File: src/rtl/wb_arbiter_pkg.sv
// ============================================================
// wb_arbiter_pkg : shared types and constants for wb_arbiter
// Rev 1.0
// ============================================================
`default_nettype none

package wb_arbiter_pkg;

  localparam int WB_DATA_WIDTH = 8;
  localparam logic [WB_DATA_WIDTH-1:0] TIMEOUT_READ_VALUE = 8'hFF;

  typedef enum logic [1:0] {
    ARB_IDLE  = 2'd0,
    ARB_BUSY  = 2'd1,
    ARB_TOACK = 2'd2
  } arb_state_e;

  // A one-master build still needs a 1-bit index to stay legal.
  function automatic int idx_width(input int n);
    return (n > 1) ? $clog2(n) : 1;
  endfunction

endpackage

`default_nettype wire

File: src/rtl/wb_arbiter_rr_pick.sv
// ============================================================
// rr_pick : combinational round-robin priority encoder
// Rev 1.0
// ============================================================
`default_nettype none

module rr_pick #(
  parameter int N     = 2,
  parameter int IDX_W = 1
) (
  input  logic [N-1:0]     req,
  input  logic [IDX_W-1:0] last,
  output logic [N-1:0]     pick,
  output logic             valid
);

  logic [IDX_W-1:0] idx;

  // Scan from last+1 upward so the most recently served master is tried last.
  always_comb begin
    pick  = '0;
    valid = 1'b0;
    idx   = '0;
    for (int i = 1; i <= N; i++) begin
      idx = IDX_W'((int'(last) + i) % N);
      if (!valid && req[idx]) begin
        pick[idx] = 1'b1;
        valid     = 1'b1;
      end
    end
  end

endmodule

`default_nettype wire

File: src/rtl/wb_arbiter.sv
// ============================================================
// wb_arbiter : round-robin Wishbone arbiter with ack watchdog
// Rev 1.0
// ============================================================
`default_nettype none

module wb_arbiter
  import wb_arbiter_pkg::*;
#(
  parameter int NUM_MASTERS = 2,
  parameter int ADDR_WIDTH  = 16,
  parameter int TIMEOUT     = 1023
) (
  input  logic                                 clk,
  input  logic                                 rst,
  input  logic [NUM_MASTERS-1:0]               m_wb_cyc_i,
  input  logic [NUM_MASTERS-1:0]               m_wb_stb_i,
  input  logic [NUM_MASTERS-1:0]               m_wb_we_i,
  input  logic [NUM_MASTERS*ADDR_WIDTH-1:0]    m_wb_adr_i,
  input  logic [NUM_MASTERS*WB_DATA_WIDTH-1:0] m_wb_dat_i,
  output logic [WB_DATA_WIDTH-1:0]             m_wb_dat_o,
  output logic [NUM_MASTERS-1:0]               m_wb_ack_o,
  output logic                                 s_wb_cyc_o,
  output logic                                 s_wb_stb_o,
  output logic                                 s_wb_we_o,
  output logic [ADDR_WIDTH-1:0]                s_wb_adr_o,
  output logic [WB_DATA_WIDTH-1:0]             s_wb_dat_o,
  input  logic [WB_DATA_WIDTH-1:0]             s_wb_dat_i,
  input  logic                                 s_wb_ack_i,
  output logic [NUM_MASTERS-1:0]               grant,
  output logic [7:0]                           timeout_count
);

  localparam int IDX_W = idx_width(NUM_MASTERS);
  localparam int TMR_W = $clog2(TIMEOUT);

  arb_state_e             state_q, state_d;
  logic [NUM_MASTERS-1:0] grant_q, grant_d;
  logic [IDX_W-1:0]       last_q, last_d;
  logic [TMR_W-1:0]       timer_q, timer_d;
  logic [7:0]             tcount_q, tcount_d;

  logic [NUM_MASTERS-1:0]   pick;
  logic                     pick_valid;
  logic                     cyc_g, stb_g, we_g;
  logic [ADDR_WIDTH-1:0]    adr_g;
  logic [WB_DATA_WIDTH-1:0] dat_g;
  logic [IDX_W-1:0]         g_idx;

  rr_pick #(
    .N     (NUM_MASTERS),
    .IDX_W (IDX_W)
  ) u_rr_pick (
    .req   (m_wb_cyc_i),
    .last  (last_q),
    .pick  (pick),
    .valid (pick_valid)
  );

  // Granted-master mux, driven purely by the registered one-hot grant.
  always_comb begin
    cyc_g = |(m_wb_cyc_i & grant_q);
    stb_g = |(m_wb_stb_i & grant_q);
    we_g  = |(m_wb_we_i & grant_q);
    adr_g = '0;
    dat_g = '0;
    g_idx = '0;
    for (int k = 0; k < NUM_MASTERS; k++) begin
      if (grant_q[k]) begin
        adr_g = m_wb_adr_i[k*ADDR_WIDTH +: ADDR_WIDTH];
        dat_g = m_wb_dat_i[k*WB_DATA_WIDTH +: WB_DATA_WIDTH];
        g_idx = IDX_W'(k);
      end
    end
  end

  always_comb begin
    state_d  = state_q;
    grant_d  = grant_q;
    last_d   = last_q;
    timer_d  = timer_q;
    tcount_d = tcount_q;
    case (state_q)
      ARB_IDLE: begin
        timer_d = '0;
        if (pick_valid) begin
          grant_d = pick;
          state_d = ARB_BUSY;
        end
      end
      ARB_BUSY: begin
        if (!cyc_g) begin
          last_d  = g_idx;
          grant_d = '0;
          timer_d = '0;
          state_d = ARB_IDLE;
        end else if (stb_g && !s_wb_ack_i) begin
          if (timer_q == TMR_W'(TIMEOUT - 1)) begin
            timer_d = '0;
            state_d = ARB_TOACK;
            if (tcount_q != 8'hFF) tcount_d = tcount_q + 8'd1;
          end else begin
            timer_d = timer_q + TMR_W'(1);
          end
        end else begin
          timer_d = '0;
        end
      end
      ARB_TOACK: begin
        timer_d = '0;
        if (cyc_g) begin
          state_d = ARB_BUSY;
        end else begin
          last_d  = g_idx;
          grant_d = '0;
          state_d = ARB_IDLE;
        end
      end
      default: begin
        grant_d = '0;
        timer_d = '0;
        state_d = ARB_IDLE;
      end
    endcase
  end

  always_ff @(posedge clk) begin
    if (rst) begin
      state_q  <= ARB_IDLE;
      grant_q  <= '0;
      last_q   <= IDX_W'(NUM_MASTERS - 1);
      timer_q  <= '0;
      tcount_q <= '0;
    end else begin
      state_q  <= state_d;
      grant_q  <= grant_d;
      last_q   <= last_d;
      timer_q  <= timer_d;
      tcount_q <= tcount_d;
    end
  end

  // A forced completion acks the master with a dummy read value while the slave side is idle.
  always_comb begin
    s_wb_cyc_o = 1'b0;
    s_wb_stb_o = 1'b0;
    s_wb_we_o  = 1'b0;
    s_wb_adr_o = '0;
    s_wb_dat_o = '0;
    m_wb_ack_o = '0;
    m_wb_dat_o = '0;
    if (state_q == ARB_BUSY) begin
      s_wb_cyc_o = cyc_g;
      s_wb_stb_o = stb_g;
      s_wb_we_o  = we_g;
      s_wb_adr_o = adr_g;
      s_wb_dat_o = dat_g;
      m_wb_ack_o = grant_q & {NUM_MASTERS{s_wb_ack_i}};
      m_wb_dat_o = s_wb_dat_i;
    end else if (state_q == ARB_TOACK) begin
      m_wb_ack_o = grant_q;
      m_wb_dat_o = TIMEOUT_READ_VALUE;
    end
  end

  assign grant         = grant_q;
  assign timeout_count = tcount_q;

endmodule

`default_nettype wire

File: config.mk
export PLATFORM = sky130hd
export DESIGN_NAME = wb_arbiter
export DESIGN_NICKNAME = d
export VERILOG_FILES = /design/src/rtl/wb_arbiter_pkg.sv /design/src/rtl/wb_arbiter_rr_pick.sv /design/src/rtl/wb_arbiter.sv
export SDC_FILE = /design/constraint.sdc
export NUM_CORES = 1
export LEC_CHECK = 0
export ABC_AREA = 1
export CORE_ASPECT_RATIO = 1.5
export CORE_UTILIZATION = 40
export DETAILED_ROUTE_END_ITERATION = 6
export PLACE_DENSITY = 0.82
export REMOVE_ABC_BUFFERS = 1
export SETUP_SLACK_MARGIN = 0.4
export SYNTH_ARGS = -nofsm -noshare
export SYNTH_HDL_FRONTEND = slang
export SYNTH_SLANG_ARGS = --single-unit
export TNS_END_PERCENT = 20
File: constraint.sdc
create_clock -name clk -period 3.5 [get_ports clk]
set_clock_uncertainty 0.1 [all_clocks]
set_input_delay 0.7 -clock clk [delete_from_list [all_inputs] [get_ports clk]]
set_output_delay 0.7 -clock clk [all_outputs]
set_load 0.01 [all_outputs]
==> summary.md, run 1 <==
| Metric | Value |
|---|---|
| Drt wl/cell | `13.49 um` |
| Synthesized cell area | `1832 um^2` |
| FP Rows | `29` |
| Share of layout cells above drive strength 1 | `0.07882` |
| Post-layout util | `0.6998` |
| Hold Fails Final Rpt | `0` |
| Area of the core | `4318 um^2` |
| Postcts setup bufs | `0` |
| CTS tree | `built` |
| Worst Path Required | `2.70 ns` |
| WP buf/inv | `3` |
| Clock sinks | `23` |
| Vias in the first global route | `2138` |
| Synth unique cells | `35` |
| Delay-heaviest family, CP | `buffers and inverters` |
| Most frequent cell after synthesis | `nand2_1` |
| Final Wtd Congestion | `0.8197` |
| Drt via density | `4.987` |
| Comb pwr share | `0.449` |
| Max Fclk | `338.3 MHz` |
| Synth warnings | `0` |
| Cts bufs inserted | `3` |
| Final setup violation count | `0` |
| Drt drc | `15` |
| Pin count of the biggest net entering global routing | `31` |
| Gr ovfl total | `0` |
| Crit path max-delay cell type | `clkdlybuf4s50_1` |
| Final TNS setup | `0 ns` |
| Final worst path period need | `2.956 ns` |
| Initial core utilization | `0.4242` |
| First-pass GRT wire length | `9535 um` |
| Ys flop type | `dfxtp_1` |
| Max incr delay on CP | `0.54 ns` |
| Design area | `3022 um^2` |
| Post-synth EDFFs | `0` |
| Final net count | `479` |
| Reg clk slew, reported paths | `0.08 ns` |
| Met2 Use GR | `0.4460` |
| P_int | `0.5468 mW` |
| Chip width | `57.26 um` |
| TritonRoute pass-1 iters | `7` |
| First DRT Iteration DRCs | `128` |
| Crit. End Element | `primary output` |
| Yosys top cell by area | `dfxtp_1` |
| Largest cells by area after synthesis | `dfxtp_1 (25%), nand2_1 (22%), a21oi_1 (11%), inv_1 (6.1%), ha_1 (4.8%)` |
| Slew margin rel. | `0.6280` |
| Min-delay worst type | `register to register` |
| Synth Instances | `298` |
| Synthesized flop and latch total | `23` |
| Longest Clk Path Bufs | `2` |
| Switching share of power | `0.3499` |
| Share of power burned in registers | `0.356` |
| Ys async rst share | `0` |
| CP startpoint kind | `primary input` |
| Max VDD drop | `0.2110 mV` |
| Yosys top cell area share | `0.2514` |
| Routed Antenna Nets | `0` |
| Tot GR Track Use | `0.2484` |
| Outcome | `finished, violations left` |
| Buffers on Ports | `111` |
| # hold bufs at CTS | `0` |
| Violated checks | `DRC` |
| Sequential area share after synthesis | `0.2514` |
| DRT Wirelength | `6099 um` |
| Switching Power | `0.2944 mW` |
| Post-DP HPWL | `4984 um` |
| Max-slew violation count | `0` |
| RSZ-0062 raised after global routing | `false` |
| Critical Path AT | `2.16 ns` |
| Mean Syn Cell Area | `6.147 um^2` |
| Initial antenna violation count | `0` |
| Layout area overhead | `64.96%` |
| GRT busiest layer | `met2` |
| Diodes inserted | `0` |
| Num ports | `112` |
| Pwr Density | `278.4 nW/um^2` |
| Die Ht | `84.88 um` |
| CTS root buffer | `clkbuf_8` |
| Clock power frac | `0.195` |
| Max cap viols | `0` |
| GR Util met1 | `0.2964` |
| Crit path max fanout | `4` |
| Critical Setup Path Class | `primary input to primary output` |
| Die ar. | `4860 um^2` |
| FILL cells | `373` |
| Leak pwr | `1.167 nW` |
| Met3 GRT Util | `0.05793` |
| Tcrit/Tclk final | `0.8446` |
| Clk Latency, worst-skew pair | `0.26 ns` |
| Crit path cell chain | `clkdlybuf4s50_1 > nand2_1 > nand2_4 > nand2_4 > inv_2 > clkdlybuf4s50_1` |
| Vias | `2254` |
| Worst-margin pin slew | `0.5579 ns` |
| Synth cell count leaders | `nand2_1 (105), a21oi_1 (40), inv_1 (30)` |
| Post-DP Area | `2970 um^2` |
| CTS H-tree depth | `1` |
| Hold Slack | `0.3833 ns` |
## cell type report
class                      count  area [um^2]  share of cell area
clock inverter                 1        5.005            0.001656
tap                           46        57.56             0.01905
multi-input combinational    231         1191              0.3942
clock buffer                   3        41.29             0.01366
inverter                      34        131.4             0.04348
timing repair buffer         114         1134              0.3752
sequential                    23        461.7              0.1528
## worst min-delay path, cell delays in order, from the launching register on
cell and delay (ns):
dfxtp_1 0.33, nand2_1 0.06, a21oi_1 0.05
## routing by layer
metal / wire (um) / vias up / share of wire
li1: - / 1163 / -
met1: 2626 / 991 / 0.43
met2: 2819 / 96 / 0.46
met3: 608 / 4 / 0.10
met4: 45 / 0 / 0.0074
met5: 0 / - / 0
## flip-flops by register name, indices dropped and copies added, names as in the netlist
register / cells
grant: 2
last_q: 1
state_q: 2
timeout_count: 8
timer_q: 10
## through the flow
step                setup slack [ns]  std cells  power, mW
floorplan                     0.9612        288     0.4606
global placement              0.5476        448     0.6738
detailed placement            0.5495        448     0.6789
CTS                           0.4403        452     0.8432
global route                  0.4147        452     0.8902
finish                        0.5440        452     0.8412
## final timing paths
kind / start / end / slack, ns / cells after the start
min reg2reg: timer_q[3] / timer_q[3] / 0.38 / 2
min: timer_q[3] / timer_q[3] / 0.38 / 2
max reg2reg: grant[1] / timeout_count[3] / 1.63 / 7
max: m_wb_cyc_i[0] / s_wb_cyc_o / 0.54 / 6
## cells by family (layout without fill, tap and decap cells)
kind of cell               after synthesis  in the layout  synth area share
DFF                                     23             23            0.2514
AOI/OAI and AO/OA                       48             48            0.1380
xor gates and xnor gates                 5              5           0.02391
buffers and inverters                   44            152           0.09835
adders and majority gates                7              7           0.04781
and+or+nand+nor                        171            171            0.4406
## power groups by stage
| stage | sequential [mW] | combinational [mW] | clock (mW) |
|---|---|---|---|
| finish | 0.299 | 0.377 | 0.164 |
| floorplan | 0.298 | 0.162 | 0 |
| global route | 0.301 | 0.410 | 0.179 |
| global placement | 0.305 | 0.369 | 0 |
| detailed placement | 0.305 | 0.374 | 0 |
| CTS | 0.299 | 0.375 | 0.169 |
## placed cells by master (no fill, tap or decap)
| cell type | netlist | final |
|---|---|---|
| clkdlybuf4s50_1 | 0 | 111 |
| nand2_1 | 105 | 105 |
| a21oi_1 | 40 | 40 |
| inv_1 | 30 | 30 |
| nor2_1 | 23 | 23 |
| dfxtp_1 | 23 | 22 |
| nand3_1 | 9 | 9 |
| nand4_1 | 8 | 8 |
| nor2_2 | 7 | 7 |
| ha_1 | 7 | 7 |
| nand2_2 | 3 | 3 |
| xnor2_1 | 3 | 3 |
| o21ai_0 | 3 | 3 |
| clkbuf_8 | 0 | 3 |
| buf_4 | 1 | 3 |
| nand2_4 | 2 | 2 |
| clkinv_1 | 3 | 2 |
| nor2_4 | 2 | 2 |
| nand3_4 | 2 | 2 |
| a31oi_1 | 2 | 2 |
| nor3_1 | 2 | 2 |
| nand3_2 | 2 | 2 |
| xor2_1 | 2 | 2 |
| inv_2 | 1 | 1 |
| clkinvlp_4 | 0 | 1 |
| or2_0 | 1 | 1 |
| nor2_8 | 1 | 1 |
| or2_2 | 1 | 1 |
| o21ai_2 | 1 | 1 |
| o2111ai_1 | 1 | 1 |
| nor4b_1 | 1 | 1 |
| nor3_2 | 1 | 1 |
| a211oi_1 | 1 | 1 |
| nand3b_1 | 1 | 1 |
| clkinv_2 | 0 | 1 |
| dfxtp_2 | 0 | 1 |
## what timing repair did
| action | in CTS | in global routing |
|---|---|---|
| setup endpoints to repair | 7 | 18 |
| gates resized for setup | 1 | 1 |
| endpoints found under the hold margin | 0 | 0 |
Power figures use the tool's default switching activity.
==> run 2, diff against run 1 <==
CORE_UTILIZATION = 34   (was 40)
PLACE_DENSITY = 0.74   (was 0.82)
clock period = 2.6 ns   (was 3.5 ns; I/O delays follow)
==> summary.md, run 2 (same netlist as run 1, synthesis figures left out) <==
| Metric | Value |
|---|---|
| Tot GR Track Use | `0.2085` |
| Outcome | `finished, final reports clean` |
| Clk Latency, worst-skew pair | `0.26 ns` |
| Pwr Density | `362.3 nW/um^2` |
| Post-DP HPWL | `4831 um` |
| Longest Clk Path Bufs | `2` |
| Vias | `2272` |
| Gr ovfl total | `0` |
| Diodes inserted | `0` |
| Max reg flops | `10` |
| Slew margin rel. | `0.7666` |
| Top sig layer | `met4` |
| Reg2reg end | `timer_q[9]` |
| Share of layout cells above drive strength 1 | `0.1304` |
| Final net count | `487` |
| Num ports | `112` |
| Drt wl/cell | `12.65 um` |
| CTS H-tree depth | `1` |
| TritonRoute pass-1 iters | `4` |
| Worst setup margin | `0.1598 ns` |
| Final worst path period need | `2.440 ns` |
| Initial core utilization | `0.3547` |
| First DRT Iteration DRCs | `89` |
| Crit path max fanout | `26` |
| First-pass GRT wire length | `9066 um` |
| Drt via density | `4.714` |
| Power, Total | `1.142 mW` |
| Buffers on Ports | `111` |
| Met3 WL | `705 um` |
| Clock sinks | `23` |
| Pin count of the biggest net entering global routing | `27` |
| Reg-to-reg slack, setup | `0.90 ns` |
| Cts bufs inserted | `3` |
| Min-delay worst type | `register to register` |
| Commonest non-fill, non-tap cell in the layout | `nand2_1` |
| CP startpoint kind | `register` |
| FILL cells | `490` |
| Crit. End Element | `primary output` |
| RSZ-0062 raised after global routing | `true` |
| FP Rows | `32` |
| DRT Wirelength | `6096 um` |
| Max Fclk | `409.8 MHz` |
| Tcrit/Tclk final | `0.9385` |
| Reg2reg start | `grant[1]` |
| Final TNS setup | `0 ns` |
| CTS root buffer | `clkbuf_8` |
| Die ar. | `5691 um^2` |
| Final Wtd Congestion | `0.8940` |
| Max-slew violation count | `0` |
| Critical Setup Path Class | `register to primary output` |
| Vias in the first global route | `2081` |
| Max cap viols | `0` |
| Worst Path Required | `1.98 ns` |
| Critical Path Start | `state_q[1]` |
| Drt drc | `0` |
| Leak pwr | `1.435 nW` |
| Worst slack, placed | `0.09610 ns` |
| Hold Fails Final Rpt | `0` |
| Initial antenna violation count | `0` |
| Chip width | `61.93 um` |
| DR WL met2 | `2788 um` |
| Final setup violation count | `0` |
| Die Ht | `91.90 um` |
| Critical path capture point | `s_wb_dat_o[1]` |
| Area of the core | `5165 um^2` |
| Reg clk slew, reported paths | `0.08 ns` |
| Worst-margin pin slew | `0.3453 ns` |
| Layout area overhead | `72.06%` |
| Metal-1 WL | `2579 um` |
| CTS tree | `built` |
| Critical Path AT | `1.82 ns` |
| Max VDD drop | `0.3352 mV` |
| # hold bufs at CTS | `0` |
| Most frequent cells in the layout | `nand2_1 (105), clkdlybuf4s50_1 (77), a21oi_1 (32)` |
| Routed Antenna Nets | `0` |
| Largest Register | `timer_q` |
| R2R cell count | `9` |
run 2: changes by cell type in the layout (fill, tap and decap cells not counted), moves of 4 or more:
cell	before	now
dlymetal6s2s_1	0	7
a21oi_2	0	8
clkdlybuf4s50_1	111	77
buf_4	3	9
clkdlybuf4s15_2	0	4
a21oi_1	40	32
dlygate4sd2_1	0	21
run 2: layer usage:
metal | GRT usage | vias up
li1 | - | 1175
met1 | 0.2400 | 1007
met2 | 0.3719 | 88
met3 | 0.05360 | 2
met4 | 0.04259 | 0
met5 | 0 | -
run 2: worst min-delay path by stage:
stage                    start    endpoint  slack [ns]  cells after the start
finish              timer_q[4]  timer_q[4]        0.39                      2
global route        timer_q[3]  timer_q[3]        0.41                      2
CTS                 timer_q[3]  timer_q[3]        0.39                      2
detailed placement  timer_q[3]  timer_q[3]        0.38                      2
global placement    timer_q[3]  timer_q[3]        0.36                      2
floorplan           timer_q[3]  timer_q[3]        0.35                      2
run 2: metrics by stage:
| step | hold WS [ns] | cell area (um^2) | std cells | util |
|---|---|---|---|---|
| floorplan | 0.3529 | 1779 | 288 | - |
| finish | 0.3939 | 3152 | 482 | 0.6102 |
| global placement | 0.3612 | 3063 | 477 | 0.5930 |
| CTS | 0.3916 | 3134 | 482 | 0.6068 |
| global route | 0.4104 | 3152 | 482 | 0.6102 |
| detailed placement | 0.3781 | 3063 | 477 | 0.5930 |
run 2: critical path, cell delays in order (launching register included):
cell and delay [ns]:
dfxtp_2 0.33, inv_1 0.07, ha_1 0.19, clkinv_1 0.08
buf_6 0.18, a21oi_1 0.14, clkdlybuf4s50_1 0.56
run 2: where the power goes:
group / total (mW) / leakage (nW) / switching [mW] / internal [mW]
Clock: 0.223 / 0.0255 / 0.116 / 0.107
Combinational: 0.539 / 1.22 / 0.280 / 0.260
Sequential: 0.380 / 0.187 / 0.0122 / 0.368
Total: 1.14 / 1.43 / 0.407 / 0.734
run 2: cell type report:
cell class | instances | area, um^2 | area share
inverters | 34 | 127.6 | 0.04049
flip-flops and latches | 23 | 462.9 | 0.1469
multi-input cells | 231 | 1224 | 0.3882
well taps | 68 | 85.08 | 0.02699
clock buffers | 3 | 41.29 | 0.01310
repair buffers | 122 | 1206 | 0.3827
clock inverters | 1 | 5.005 | 0.001588
run 2: timing repair:
action / in CTS / in global routing
setup buffers: 1 / 0
hold endpoints to repair: 0 / 0
gates resized for setup: 50 / 7
endpoints found under the setup margin: 37 / 37
